--- config.mk ---
export PLATFORM = sky130hd
export DESIGN_NAME = spi_frame_rx
export DESIGN_NICKNAME = d
export VERILOG_FILES = /design/src/rtl/spi_regs_pkg.sv /design/src/rtl/spi_frame_rx_pin_sync.sv /design/src/rtl/spi_frame_rx.sv
export SDC_FILE = /design/constraint.sdc
export NUM_CORES = 1
export LEC_CHECK = 0
export CAP_MARGIN = 20
export CORE_MARGIN = 4
export CORE_UTILIZATION = 53
export CTS_BUF_LIST = sky130_fd_sc_hd__clkbuf_8
export CTS_CLUSTER_SIZE = 8
export DETAILED_ROUTE_END_ITERATION = 16
export PLACE_DENSITY_LB_ADDON = 0.05
export SYNTH_ARGS = -nofsm -noshare
export SYNTH_HDL_FRONTEND = slang
export SYNTH_SLANG_ARGS = --single-unit
--- constraint.sdc ---
create_clock -name i_clk -period 1.3 [get_ports i_clk]
set_input_delay 0.26 -clock i_clk [delete_from_list [all_inputs] [get_ports i_clk]]
set_output_delay 0.26 -clock i_clk [all_outputs]
set_load 0.02 [all_outputs]
--- src/rtl/spi_regs_pkg.sv ---
// Shared definitions for the SPI register front-end: frame size default,
// downstream register addresses and the receiver FSM encoding.
package spi_regs_pkg;

  localparam int FRAME_BITS_DEFAULT = 16;

  localparam logic [7:0] ADDR_LED = 8'd7;
  localparam logic [7:0] ADDR_MUX = 8'd8;
  localparam logic [7:0] ADDR_DAC = 8'd9;

  typedef enum logic [1:0] {
    IDLE      = 2'd0,
    ACTIVE    = 2'd1,
    IDLE_WAIT = 2'd2
  } spi_state_e;

endpackage

--- src/rtl/spi_frame_rx_pin_sync.sv ---
// pin_sync: SYNC_STAGES-deep synchroniser plus one history flop; an edge is
// reported whenever the synchronised level differs from the history flop.
module pin_sync #(
  parameter int   SYNC_STAGES = 2,
  parameter logic RESET_VAL   = 1'b0
) (
  input  logic i_clk,
  input  logic i_rst,
  input  logic i_pin,
  output logic o_level,
  output logic o_edge
);

  logic [SYNC_STAGES-1:0] r_chain;
  logic                   r_hist;

  // Synchroniser chain and history flop, reset to the pin's idle level
  always_ff @(posedge i_clk) begin
    if (i_rst) begin
      r_chain <= {SYNC_STAGES{RESET_VAL}};
      r_hist  <= RESET_VAL;
    end else begin
      r_chain <= {r_chain[SYNC_STAGES-2:0], i_pin};
      r_hist  <= r_chain[SYNC_STAGES-1];
    end
  end

  assign o_level = r_chain[SYNC_STAGES-1];
  assign o_edge  = r_chain[SYNC_STAGES-1] ^ r_hist;

endmodule

--- src/rtl/spi_frame_rx.sv ---
// SPI frame receiver: synchronises the SPI pins, shifts MOSI on SCLK falls and
// strobes valid/err at CS release. Optional inactivity abort: SPI_FRAME_TIMEOUT_EN.
module spi_frame_rx
  import spi_regs_pkg::*;
#(
  parameter int FRAME_BITS     = FRAME_BITS_DEFAULT,
  parameter int SYNC_STAGES    = 2,
  parameter int TIMEOUT_CYCLES = 4096
) (
  input  logic                  i_clk,
  input  logic                  i_rst,
  input  logic                  i_spi_clk,
  input  logic                  i_spi_cs,
  input  logic                  i_spi_mosi,
  input  logic                  i_spi_special,
  output logic [FRAME_BITS-9:0] o_frame_addr,
  output logic [7:0]            o_frame_data,
  output logic                  o_frame_valid,
  output logic                  o_frame_err,
  output logic                  o_busy
);

  localparam int CNT_W = $clog2(FRAME_BITS + 2);
  localparam int SET_W = $clog2(SYNC_STAGES + 1);
  localparam logic [CNT_W-1:0] CNT_FULL = CNT_W'(FRAME_BITS);
  localparam logic [CNT_W-1:0] CNT_MAX  = CNT_W'(FRAME_BITS + 1);

  logic w_cs_lvl, w_cs_edge, w_sclk_lvl, w_sclk_edge, w_mosi, w_special;
  logic w_cs_rise, w_cs_fall, w_sclk_fall, w_settled;
  logic w_start, w_shift, w_done, w_timeout;
  spi_state_e r_state, w_next;

  logic [FRAME_BITS-1:0] r_sr, r_pend_sr;
  logic [CNT_W-1:0]      r_cnt;
  logic [SET_W-1:0]      r_settle;
  logic r_foreign, r_armed, r_pend_valid, r_pend_err;
  logic r_frame_valid, r_frame_err, r_busy;
  logic [FRAME_BITS-9:0] r_frame_addr;
  logic [7:0]            r_frame_data;

  pin_sync #(.SYNC_STAGES(SYNC_STAGES), .RESET_VAL(1'b1)) u_sync_cs (
    .i_clk(i_clk), .i_rst(i_rst), .i_pin(i_spi_cs), .o_level(w_cs_lvl), .o_edge(w_cs_edge));
  pin_sync #(.SYNC_STAGES(SYNC_STAGES), .RESET_VAL(1'b1)) u_sync_sclk (
    .i_clk(i_clk), .i_rst(i_rst), .i_pin(i_spi_clk), .o_level(w_sclk_lvl), .o_edge(w_sclk_edge));
  pin_sync #(.SYNC_STAGES(SYNC_STAGES), .RESET_VAL(1'b0)) u_sync_mosi (
    .i_clk(i_clk), .i_rst(i_rst), .i_pin(i_spi_mosi), .o_level(w_mosi), .o_edge());
  pin_sync #(.SYNC_STAGES(SYNC_STAGES), .RESET_VAL(1'b0)) u_sync_special (
    .i_clk(i_clk), .i_rst(i_rst), .i_pin(i_spi_special), .o_level(w_special), .o_edge());

  assign w_cs_rise   = w_cs_edge & w_cs_lvl;
  assign w_cs_fall   = w_cs_edge & ~w_cs_lvl;
  assign w_sclk_fall = w_sclk_edge & ~w_sclk_lvl;
  assign w_settled   = (r_settle == SET_W'(SYNC_STAGES));

  // Arm only once CS has been seen high through a refilled synchroniser, so a CS
  // held low across reset never looks like a fresh falling edge
  always_ff @(posedge i_clk) begin
    if (i_rst) begin
      r_settle <= '0;
      r_armed  <= 1'b0;
    end else begin
      if (!w_settled) r_settle <= r_settle + SET_W'(1);
      if (w_settled && w_cs_lvl) r_armed <= 1'b1;
    end
  end

`ifdef SPI_FRAME_TIMEOUT_EN
  localparam int TO_W = $clog2(TIMEOUT_CYCLES + 1);
  logic [TO_W-1:0] r_to_cnt;
  logic            w_to_hit;
  assign w_to_hit = (r_to_cnt == TO_W'(TIMEOUT_CYCLES));

  // SCLK inactivity counter while a frame is open
  always_ff @(posedge i_clk) begin
    if (i_rst || w_start || w_sclk_edge || (r_state != ACTIVE)) begin
      r_to_cnt <= '0;
    end else if (!w_to_hit) begin
      r_to_cnt <= r_to_cnt + TO_W'(1);
    end
  end
`endif

  // FSM state register
  always_ff @(posedge i_clk) begin
    if (i_rst) r_state <= IDLE;
    else       r_state <= w_next;
  end

  // Next state; a CS rise beats a coincident SCLK fall, a CS fall in ACTIVE restarts
  always_comb begin
    w_next    = r_state;
    w_start   = 1'b0;
    w_shift   = 1'b0;
    w_done    = 1'b0;
    w_timeout = 1'b0;
    case (r_state)
      IDLE: begin
        if (w_cs_fall && r_armed) begin
          w_next  = ACTIVE;
          w_start = 1'b1;
        end else begin
          w_next = IDLE;
        end
      end
      ACTIVE: begin
        if (w_cs_rise) begin
          w_next = IDLE;
          w_done = 1'b1;
        end else if (w_cs_fall) begin
          w_start = 1'b1;
`ifdef SPI_FRAME_TIMEOUT_EN
        end else if (w_to_hit) begin
          w_next    = IDLE_WAIT;
          w_timeout = 1'b1;
`endif
        end else if (w_sclk_fall) begin
          w_shift = 1'b1;
        end else begin
          w_next = ACTIVE;
        end
      end
`ifdef SPI_FRAME_TIMEOUT_EN
      IDLE_WAIT: begin
        if (w_cs_rise) w_next = IDLE;
        else           w_next = IDLE_WAIT;
      end
`endif
      default: w_next = IDLE;
    endcase
  end

  // Shift register, saturating bit counter and foreign flag
  always_ff @(posedge i_clk) begin
    if (i_rst || w_start) begin
      r_sr      <= '0;
      r_cnt     <= '0;
      r_foreign <= 1'b0;
    end else if (w_shift) begin
      r_sr <= {r_sr[FRAME_BITS-2:0], w_mosi};
      if (r_cnt != CNT_MAX) r_cnt <= r_cnt + CNT_W'(1);
      if (w_special) r_foreign <= 1'b1;
    end
  end

  // Frame verdict, then registered strobes; addr/data only move on a valid frame
  always_ff @(posedge i_clk) begin
    if (i_rst) begin
      r_pend_valid  <= 1'b0;
      r_pend_err    <= 1'b0;
      r_pend_sr     <= '0;
      r_frame_valid <= 1'b0;
      r_frame_err   <= 1'b0;
      r_frame_addr  <= '0;
      r_frame_data  <= 8'h00;
      r_busy        <= 1'b0;
    end else begin
      r_pend_valid  <= w_done & ~r_foreign & (r_cnt == CNT_FULL);
      r_pend_err    <= (w_done & ~r_foreign & (r_cnt != CNT_FULL)) | w_timeout;
      if (w_done) r_pend_sr <= r_sr;
      r_frame_valid <= r_pend_valid;
      r_frame_err   <= r_pend_err;
      if (r_pend_valid) begin
        r_frame_addr <= r_pend_sr[FRAME_BITS-1:8];
        r_frame_data <= r_pend_sr[7:0];
      end
      r_busy <= ~w_cs_lvl;
    end
  end

  assign o_frame_addr  = r_frame_addr;
  assign o_frame_data  = r_frame_data;
  assign o_frame_valid = r_frame_valid;
  assign o_frame_err   = r_frame_err;
  assign o_busy        = r_busy;

endmodule

==> metrics.md <==
| Metric | Value |
|---|---|
| Routed via count | `around 2100` |
| Initial Util | `~55%` |
| Slew Limit Headroom | `78.1%` |
| Vias per inst | `roughly 5.3` |
| Clock transition at the registers of the reported paths | `around 0.07 ns` |
| Synthesized netlist cell count | `~290` |
| Post-route cell area | `~3400 um2` |
| Fmax | `~750 MHz` |
| Final Max Tran Viols | `0` |
| Post-Synth Adder-Cell Area | `under 10%` |
| Req. time, crit path | `between 1.5 and 2 ns` |
| Final Instance Count excl. Fillers | `a little under 400` |
| Worst Hold Class | `flop to flop` |
| Avg WL per Cell | `about 14 um` |
| Warnings from Yosys | `0` |
| Sw Ratio | `between 20 and 25%` |
| Placed cell count | `381` |
| Final GP Congestion | `around 0.74` |
| Int Pwr | `between 0.003 and 0.004 W` |
| Top FF cell, synth | `dfxtp_1` |
| 1st-pass router iterations | `6` |
| Fraction of the mapped netlist area in simple logic gates | `approximately 18%` |
| Syn Area/Cell | `a little over 9 um2` |
| Core area | `4820 um2` |
| Crit path capture type | `flop` |
| Failing checks | `negative setup slack` |
| Post-synthesis cell area | `approximately 2700 um2` |
| Pwr Total | `0.00437 W` |
| Cells along the critical path | `ha_1 > nand4b_1 > or4_1 > a21oi_1` |
| Total wire length | `~5.4 mm` |
| Arrival time worst endpoint | `around 1.6 ns` |
| FP Rows | `25` |
| Final setup violating endpoints | `1` |
| Largest net degree at the start of global routing | `34` |
| Peak VDD IR | `between 1000 and 1500 uV` |
| Library cells used by synthesis | `30` |
| Syn-to-layout area delta | `26.7%` |
| Io pins | `25` |
| DP Area | `3160 um2` |
| Register area share after synthesis | `between 50% and 60%` |
| TritonCTS clock tree | `done` |
| GRT Util Overall | `18.7%` |
| Status | `complete, but fails checks` |
| Worst-Skew Late Latency | `~0.34 ns` |
| Die Wd | `79.0 um` |
| H-Tree Depth | `3` |
| Yosys reg bits | `73` |
| Root Buffer | `clkbuf_8` |
| Max Cap Viol | `0` |
| Tcrit/Tclk final | `103%` |
| Clock power frac | `about two fifths` |
| Total die area | `~6200 um2` |
| Async S/R FF share, synth | `0%` |
| Worst Tran Pin Value | `0.329 ns` |
| Final setup margin | `-0.0410 ns` |
| Number of global-route vias before repair | `around 1900` |
| Layout cells sized above 1 | `between 10% and 20%` |
| Max Fanout on Critical Path | `4` |
| Critical path class | `flop to flop` |
| Initial DRC count | `about 160` |
| Hold Vio Cnt, Final | `0` |
| Main combinational cell family by area after synthesis | `simple AND/OR/NAND/NOR gates` |
| Crit start category | `flop` |
| Mux share of post-synthesis cell area | `between 6 and 7%` |
| Crit path time final | `roughly 1.3 ns` |
| Clock Tree Buf Depth | `2` |
| CTS Sinks | `between 70 and 80` |
| PD cells | `1290 nW/um2` |
| CTS Buf Count | `9` |
| Unrepaired setup endpoints after global routing | `yes` |
| Comb pwr share | `under 10%` |
| Final routed DRC violation total | `0` |
| Leakage | `1.24 nW` |
| Number of flops mapped to enable cells by yosys | `0` |
| Buf+Inv Stages, Crit Path | `0` |
| Ant diodes | `0` |
| Sequential share of power | `53.2%` |
| GRT overflow | `0` |
| Hpwl dp | `~3.5 mm` |
| Nets@finish | `about 340` |
| Xor/xnor share of the synthesized area | `1.55%` |
| Switching Power | `0.000981 W` |
| CP max-delay cell | `or4_1` |
| Initial antenna violation count | `0` |
| Worst stage delay on the critical path | `0.50 ns` |
| Port Buffers | `24` |
| CP top delay family | `simple AND/OR/NAND/NOR gates` |
| Syn nets | `roughly 300` |
| Compound-gate portion of the synthesized area | `between 10% and 20%` |
| ANT nets after route | `0` |
| First-pass GRT wire length | `between 8 and 9 mm` |
| Chip height | `roughly 79 um` |
| Fin Clk Skew | `0.0108 ns` |
-- power by group through the flow --
| stage | logic [W] | clock network (W) | registers (W) |
|---|---|---|---|
| 2_1_floorplan | 0.000193 | 0 | 0.00237 |
| 5_1_grt | 0.000344 | 0.00188 | 0.00233 |
| 4_1_cts | 0.000293 | 0.00177 | 0.00232 |
| 6_report | 0.000299 | 0.00175 | 0.00232 |
| 3_3_place_gp | 0.000293 | 0 | 0.00237 |
| 3_5_place_dp | 0.000300 | 0 | 0.00237 |
-- cell type report --
class | instances | area, um2
fillers | 405 | 1430
clock buffers | 11 | 151
repair buffers | 48 | 468
inverters | 6 | 22.5
flip-flops and latches | 73 | 1470
multi-input cells | 189 | 1150
clock inverters | 4 | 45.0
well taps | 67 | 83.8
-- cells in the final DEF (no fill, tap or decap), types with 2 or more instances in the layout --
master	synthesis	routed
dfxtp_1	73	69
a21oi_1	38	38
nand2_1	34	34
nor2_1	23	23
nand3_1	19	19
mux2i_1	18	18
o21ai_1	18	17
buf_4	0	17
clkbuf_8	0	11
clkdlybuf4s15_1	0	9
inv_1	6	7
nor2b_1	6	6
buf_12	0	6
or2_2	5	5
clkdlybuf4s50_1	0	5
dlygate4sd2_1	0	5
clkbuf_2	0	5
o211ai_1	4	4
dfxtp_2	0	4
or4_1	3	3
ha_1	4	3
and3b_1	2	2
o31ai_1	2	2
-- flip-flops by register name, summed over array words and instances, names as in the netlist --
register,count
u_sync_special.r_chain,2
u_sync_sclk.r_chain,2
o_frame_addr,8
o_frame_data,8
r_pend_err,1
r_state,1
o_frame_err,1
r_pend_valid,1
u_sync_sclk.r_hist,1
r_settle,2
r_foreign,1
r_cnt,5
u_sync_cs.r_chain,2
u_sync_mosi.r_chain,2
o_busy,1
r_sr,16
u_sync_cs.r_hist,1
o_frame_valid,1
r_armed,1
r_pend_sr,16
-- metrics by stage --
step | hold WS [ns] | util (%) | setup slack, ns | setup TNS, ns
2_1_floorplan | 0.364 | - | 0.00182 | 0
3_3_place_gp | 0.407 | 65.5 | -0.109 | -2.53
3_5_place_dp | 0.400 | 65.5 | -0.104 | -2.68
4_1_cts | 0.417 | 69.0 | -0.0171 | -0.0171
5_1_grt | 0.436 | 70.3 | -0.112 | -0.160
6_report | 0.412 | 70.3 | -0.0410 | -0.0410
-- synth_stat cells (all sizes together) (5+ instances only) --
cell	instances	area share, %
nor2	23	3.2
a21oi	38	7.1
inv	6	0.84
clkbuf	6	0.84
mux2i	18	6.7
or2	5	1.2
buf	14	2.6
o21ai	19	3.6
dfxtp	73	55
nand3	19	3.6
nand2	34	4.8
nor2b	6	1.4
-- routing by layer --
metal,GRT usage (%),part of all wire (%)
met2,30.6,50
met5,0,0
met4,7.73,1.7
met1,23.1,45
met3,5.44,3.9
-- final timing paths --
| check | slack [ns] | start | endpoint | depth (start not counted) |
|---|---|---|---|---|
| max reg2reg | -0.04 | r_cnt[0] | r_cnt[2] | 4 |
| max | -0.04 | r_cnt[0] | r_cnt[2] | 4 |
| min reg2reg | 0.41 | u_sync_sclk.r_chain[0] | u_sync_sclk.r_chain[1] | 1 |
| min | 0.41 | u_sync_sclk.r_chain[0] | u_sync_sclk.r_chain[1] | 1 |
-- cell families after synthesis --
family                     Yosys count
AOI/OAI and AO/OA                   64
and+or+nand+nor                    100
xor gates and xnor gates             3
buffers and inverters               26
DFF                                 73
muxes                               18
adders and majority gates            4
-- what timing repair did --
item,in CTS,in global routing
hold buffers,0,0
setup buffers,1,2
setup endpoints to repair,23,41
pin swaps,1,4
resized for setup,23,28
(Power assumes the default switching activity.)
==> patch 1, RTL diff (config.mk and constraints unchanged) <==
`SYNC_STAGES` is set to 2 in 2 places; all go to 4.
--- a/src/rtl/spi_frame_rx_pin_sync.sv
+++ b/src/rtl/spi_frame_rx_pin_sync.sv
@@ -2,5 +2,5 @@
 // reported whenever the synchronised level differs from the history flop.
 module pin_sync #(
-  parameter int   SYNC_STAGES = 2,
+  parameter int   SYNC_STAGES = 4,
   parameter logic RESET_VAL   = 1'b0
 ) (
--- a/src/rtl/spi_frame_rx.sv
+++ b/src/rtl/spi_frame_rx.sv
@@ -5,5 +5,5 @@
 #(
   parameter int FRAME_BITS     = FRAME_BITS_DEFAULT,
-  parameter int SYNC_STAGES    = 2,
+  parameter int SYNC_STAGES    = 4,
   parameter int TIMEOUT_CYCLES = 4096
 ) (
Behaviour: not the same (a bounded check fails within 4 cycles, from zero or initial values and one cycle with i_rst high).
==> patch 1 against the original RTL <==
  * Wire length decreased by 5.1%
  * Sequential share of layout area grew 3.4 points
  * Worst setup slack better by 0.046 ns
  * Synthesized area up 6.4%
  * Highest routed layer unchanged
  * Critical endpoint is now r_cnt[1]$_SDFFE_PP0P_
  * First-iteration DRC count decreased by 31%
  * Sequential cell count increased by 9
  * Final area grew 4.3%
Power is not compared: it rests on default switching activity, and its combinational part moved more than twofold at a synthesized area within 25%.
==> patch 1: results (changes against the original RTL) <==
<table>
<tr><th>Metric</th><th>Value</th></tr>
<tr><th colspan="2">Worst setup path</th></tr>
<tr><td>Worst-path fanout max</td><td>3 (was 4)</td></tr>
<tr><td>Critical Path Start</td><td>r_cnt[1]$_SDFFE_PP0P_ (was r_cnt[0]$_SDFFE_PP0P_)</td></tr>
<tr><td>Worst Path Arrival</td><td>1.53 ns (was 1.61 ns)</td></tr>
<tr><td>Largest stage delay, worst path</td><td>0.36 ns (was 0.50 ns)</td></tr>
<tr><td>FF-to-FF path depth</td><td>6 (was 4)</td></tr>
<tr><td>CP max stage cell</td><td>dfxtp_2 (was or4_1)</td></tr>
<tr><th colspan="2">STA</th></tr>
<tr><td>PnR worst setup slack</td><td>0.00526 ns (was -0.0410 ns)</td></tr>
<tr><th colspan="2">Finish</th></tr>
<tr><td>Non-clock buffer count in the final layout</td><td>45 (was 48)</td></tr>
<tr><td>Filler cells</td><td>444 (was 405)</td></tr>
<tr><td>Sequential share of cell area</td><td>0.468 (was 0.433)</td></tr>
<tr><td>Net count, final</td><td>357 (was 337)</td></tr>
<tr><td>Buffer share of cell area</td><td>0.106 (was 0.138)</td></tr>
<tr><td>Total area of multi-input combinational cells</td><td>1170 um2 (was 1150 um2)</td></tr>
<tr><td>Share of cell area taken by multi-input logic gates</td><td>0.331 (was 0.339)</td></tr>
<tr><th colspan="2">Run status</th></tr>
<tr><td>Run status</td><td>completed (was complete, but fails checks)</td></tr>
<tr><th colspan="2">Place</th></tr>
<tr><td>Count of placed standard cells including taps</td><td>401 (was 381)</td></tr>
<tr><td>Dpl hpwl</td><td>3250 um (was 3480 um)</td></tr>
<tr><td>Post-placement setup slack</td><td>-0.0583 ns (was -0.104 ns)</td></tr>
<tr><th colspan="2">Worst hold path</th></tr>
<tr><td>Min-delay src</td><td>i_rst (was u_sync_sclk.r_chain[0]$_SDFF_PP1_)</td></tr>
<tr><th colspan="2">Global route</th></tr>
<tr><td>Met3 Use GR</td><td>0.0754 (was 0.0544)</td></tr>
<tr><td>Met1 usage in global routing</td><td>0.190 (was 0.231)</td></tr>
<tr><th colspan="2">Clock network</th></tr>
<tr><td>Post_cts resized</td><td>26 (was 23)</td></tr>
<tr><th colspan="2">Drt</th></tr>
<tr><td>Drt via density</td><td>4.88 (was 5.28)</td></tr>
<tr><td>Final routed wire length divided by cell count</td><td>12.2 um (was 13.5 um)</td></tr>
<tr><th colspan="2">Yosys</th></tr>
<tr><td>Synthesized net count</td><td>317 (was 298)</td></tr>
</table>
patch 1: cell count changes in the layout (fill, tap and decap cells not counted), sizes merged, moves of 5 or more:
cell	change
nand2	+34
o21ai	-18
nand3	-16
dfxtp	+9
nor2	+9
clkbuf	+8
or2	+7
nor2b	+5
patch 1: kinds of logic (layout without fill, tap and decap cells):
| family | after synthesis | count (layout) | share of synthesized area |
|---|---|---|---|
| adders and majority gates | 5 | 5 | 0.0220 |
| xor gates and xnor gates | 5 | 5 | 0.0180 |
| muxes | 18 | 18 | 0.0634 |
| AOI/OAI and AO/OA | 37 | 37 | 0.0665 |
| and+or+nand+nor | 137 | 137 | 0.217 |
| DFF | 82 | 82 | 0.577 |
| buffers and inverters | 22 | 66 | 0.0357 |
patch 1: power breakdown:
| group | total (uW) | switching [uW] | internal [uW] |
|---|---|---|---|
| clock network | 2050 | 867 | 1180 |
| logic | 134 | 72.6 | 61.8 |
| registers | 2560 | 18.3 | 2540 |
| total | 4740 | 958 | 3780 |
==> patch 2, RTL diff (same flow settings) <==
Without the edit above. Re-encode `spi_state_e` (3 states) as one-hot, 3 bits wide.
--- a/src/rtl/spi_regs_pkg.sv
+++ b/src/rtl/spi_regs_pkg.sv
@@ -9,8 +9,8 @@
   localparam logic [7:0] ADDR_DAC = 8'd9;
 
-  typedef enum logic [1:0] {
-    IDLE      = 2'd0,
-    ACTIVE    = 2'd1,
-    IDLE_WAIT = 2'd2
+  typedef enum logic [2:0] {
+    IDLE      = 3'b001,
+    ACTIVE    = 3'b010,
+    IDLE_WAIT = 3'b100
   } spi_state_e;
 
Function: same outputs for any inputs over 10 cycles, from zero or initial values and one cycle with i_rst high; not proved beyond that.
==> patch 2 against the original RTL <==
  * The run still ends with setup timing left
  * Worst setup slack worse by 0.21 ns
  * Synthesized cell count up 2.8%
  * Non-clock buffer count up 10
  * Wire length up 1.8%
  * Synthesized area down 0.47%
  * Power down 0.39%
  * Die area down 0.43%
  * Sequential cell count up 1
  * Final area up 8.2%
  * Critical endpoint unchanged
==> patch 2: results (changes against the original RTL) <==
<table>
<tr><th>Metric</th><th>Value</th></tr>
<tr><th colspan="2">Drt</th></tr>
<tr><td>Total via count in the routed design</td><td>2099 (was 2103)</td></tr>
<tr><td>Routed length on met3</td><td>178 um (was 211 um)</td></tr>
<tr><td>DRT iter0 DRCs</td><td>60 (was 157)</td></tr>
<tr><td>Total Wirelength</td><td>5480 um (was 5380 um)</td></tr>
<tr><td>Drt via density</td><td>4.97 (was 5.28)</td></tr>
<tr><th colspan="2">STA</th></tr>
<tr><td>Final number of setup-violating endpoints</td><td>40 (was 1)</td></tr>
<tr><td>PnR worst setup slack</td><td>-0.256 ns (was -0.0410 ns)</td></tr>
<tr><td>Max Clock Skew</td><td>0.0119 ns (was 0.0108 ns)</td></tr>
<tr><th colspan="2">Power and ir drop</th></tr>
<tr><td>Pleak</td><td>0.00135 uW (was 0.00124 uW)</td></tr>
<tr><td>Pint</td><td>3330 uW (was 3390 uW)</td></tr>
<tr><th colspan="2">Worst setup path</th></tr>
<tr><td>Worst Path Arrival</td><td>1.83 ns (was 1.61 ns)</td></tr>
<tr><td>Worst-path fanout max</td><td>3 (was 4)</td></tr>
<tr><td>CP max stage cell</td><td>or4_4 (was or4_1)</td></tr>
<tr><th colspan="2">Place</th></tr>
<tr><td>Placer congestion estimate</td><td>0.853 (was 0.741)</td></tr>
<tr><td>Dpl hpwl</td><td>3390 um (was 3480 um)</td></tr>
<tr><th colspan="2">Yosys</th></tr>
<tr><td>Synthesized net count</td><td>308 (was 298)</td></tr>
<tr><td>Register area share after synthesis</td><td>0.557 (was 0.547)</td></tr>
<tr><td>Most instantiated cells after synthesis</td><td>dfxtp_1, nand2_1, a21oi_1, nor2_1, mux2i_1 (was dfxtp_1, a21oi_1, nand2_1, nor2_1, nand3_1)</td></tr>
<tr><td>Leading cell types by total area after synthesis</td><td>dfxtp_1, nand2_1, a21oi_1, mux2i_1, nor2_1 (was dfxtp_1, a21oi_1, mux2i_1, nand2_1, nand3_1)</td></tr>
<tr><th colspan="2">Run status</th></tr>
<tr><td>Violations in the final reports</td><td>setup timing (unchanged)</td></tr>
<tr><td>Run status</td><td>complete, but fails checks (unchanged)</td></tr>
<tr><th colspan="2">Global route</th></tr>
<tr><td>Pin count of the biggest net entering global routing</td><td>22 (was 34)</td></tr>
<tr><td>Number of global-route vias before repair</td><td>1989 (was 1890)</td></tr>
<tr><td>GR met2 Demand/Resource</td><td>0.294 (was 0.306)</td></tr>
<tr><td>Met1 usage in global routing</td><td>0.237 (was 0.231)</td></tr>
<tr><th colspan="2">Finish</th></tr>
<tr><td>Fraction of layout instances using a drive strength above 1</td><td>0.282 (was 0.184)</td></tr>
<tr><td>Net count, final</td><td>362 (was 337)</td></tr>
</table>
-- patch 2: cell types whose count changed in the layout (fill, tap and decap cells not counted), moves of 3 or more --
cell	change
nand2_1	+31
a21oi_1	-18
a21oi_2	+17
nand3_1	-16
o21ai_1	-16
buf_4	+7
buf_6	+6
buf_12	-4
clkbuf_2	-4
o211ai_1	-4
or4_1	-3
xnor2_1	+3
-- patch 2: kinds of logic after synthesis --
family,share of synthesized area
xor+xnor,0.0165
mux,0.0640
buf+inv,0.0400
fa+ha+maj,0.0320
flops,0.557
simple gates,0.197
compound gates,0.0932
-- patch 2: power groups by stage --
stage               logic (uW)  clock network (uW)  registers [uW]
floorplan                  195                   0            2410
global placement           286                   0            2410
detailed placement         299                   0            2410
CTS                        321                1680            2360
global route               382                1810            2360
finish                     345                1650            2360
-- patch 2: area by class of cell --
| cell class | instances | area, um2 |
|---|---|---|
| clock inverter | 4 | 23.8 |
| timing repair buffer | 58 | 551 |
| sequential | 74 | 1490 |
| fill | 339 | 1120 |
| tap | 67 | 83.8 |
| multi-input combinational | 196 | 1310 |
| inverter | 11 | 41.3 |
| clock buffer | 12 | 165 |
-- patch 2: worst paths after layout --
kind / start / endpoint / slack, ns / depth (start not counted)
setup / recovery: r_state[0]$_SDFFE_PP1P_ / r_cnt[2]$_SDFFE_PP0P_ / -0.26 / 6
hold / removal: u_sync_sclk.r_chain[0]$_SDFF_PP1_ / u_sync_sclk.r_chain[1]$_SDFF_PP1_ / 0.41 / 1
hold reg to reg: u_sync_sclk.r_chain[0]$_SDFF_PP1_ / u_sync_sclk.r_chain[1]$_SDFF_PP1_ / 0.41 / 1
setup reg to reg: r_state[0]$_SDFFE_PP1P_ / r_cnt[2]$_SDFFE_PP0P_ / -0.26 / 6
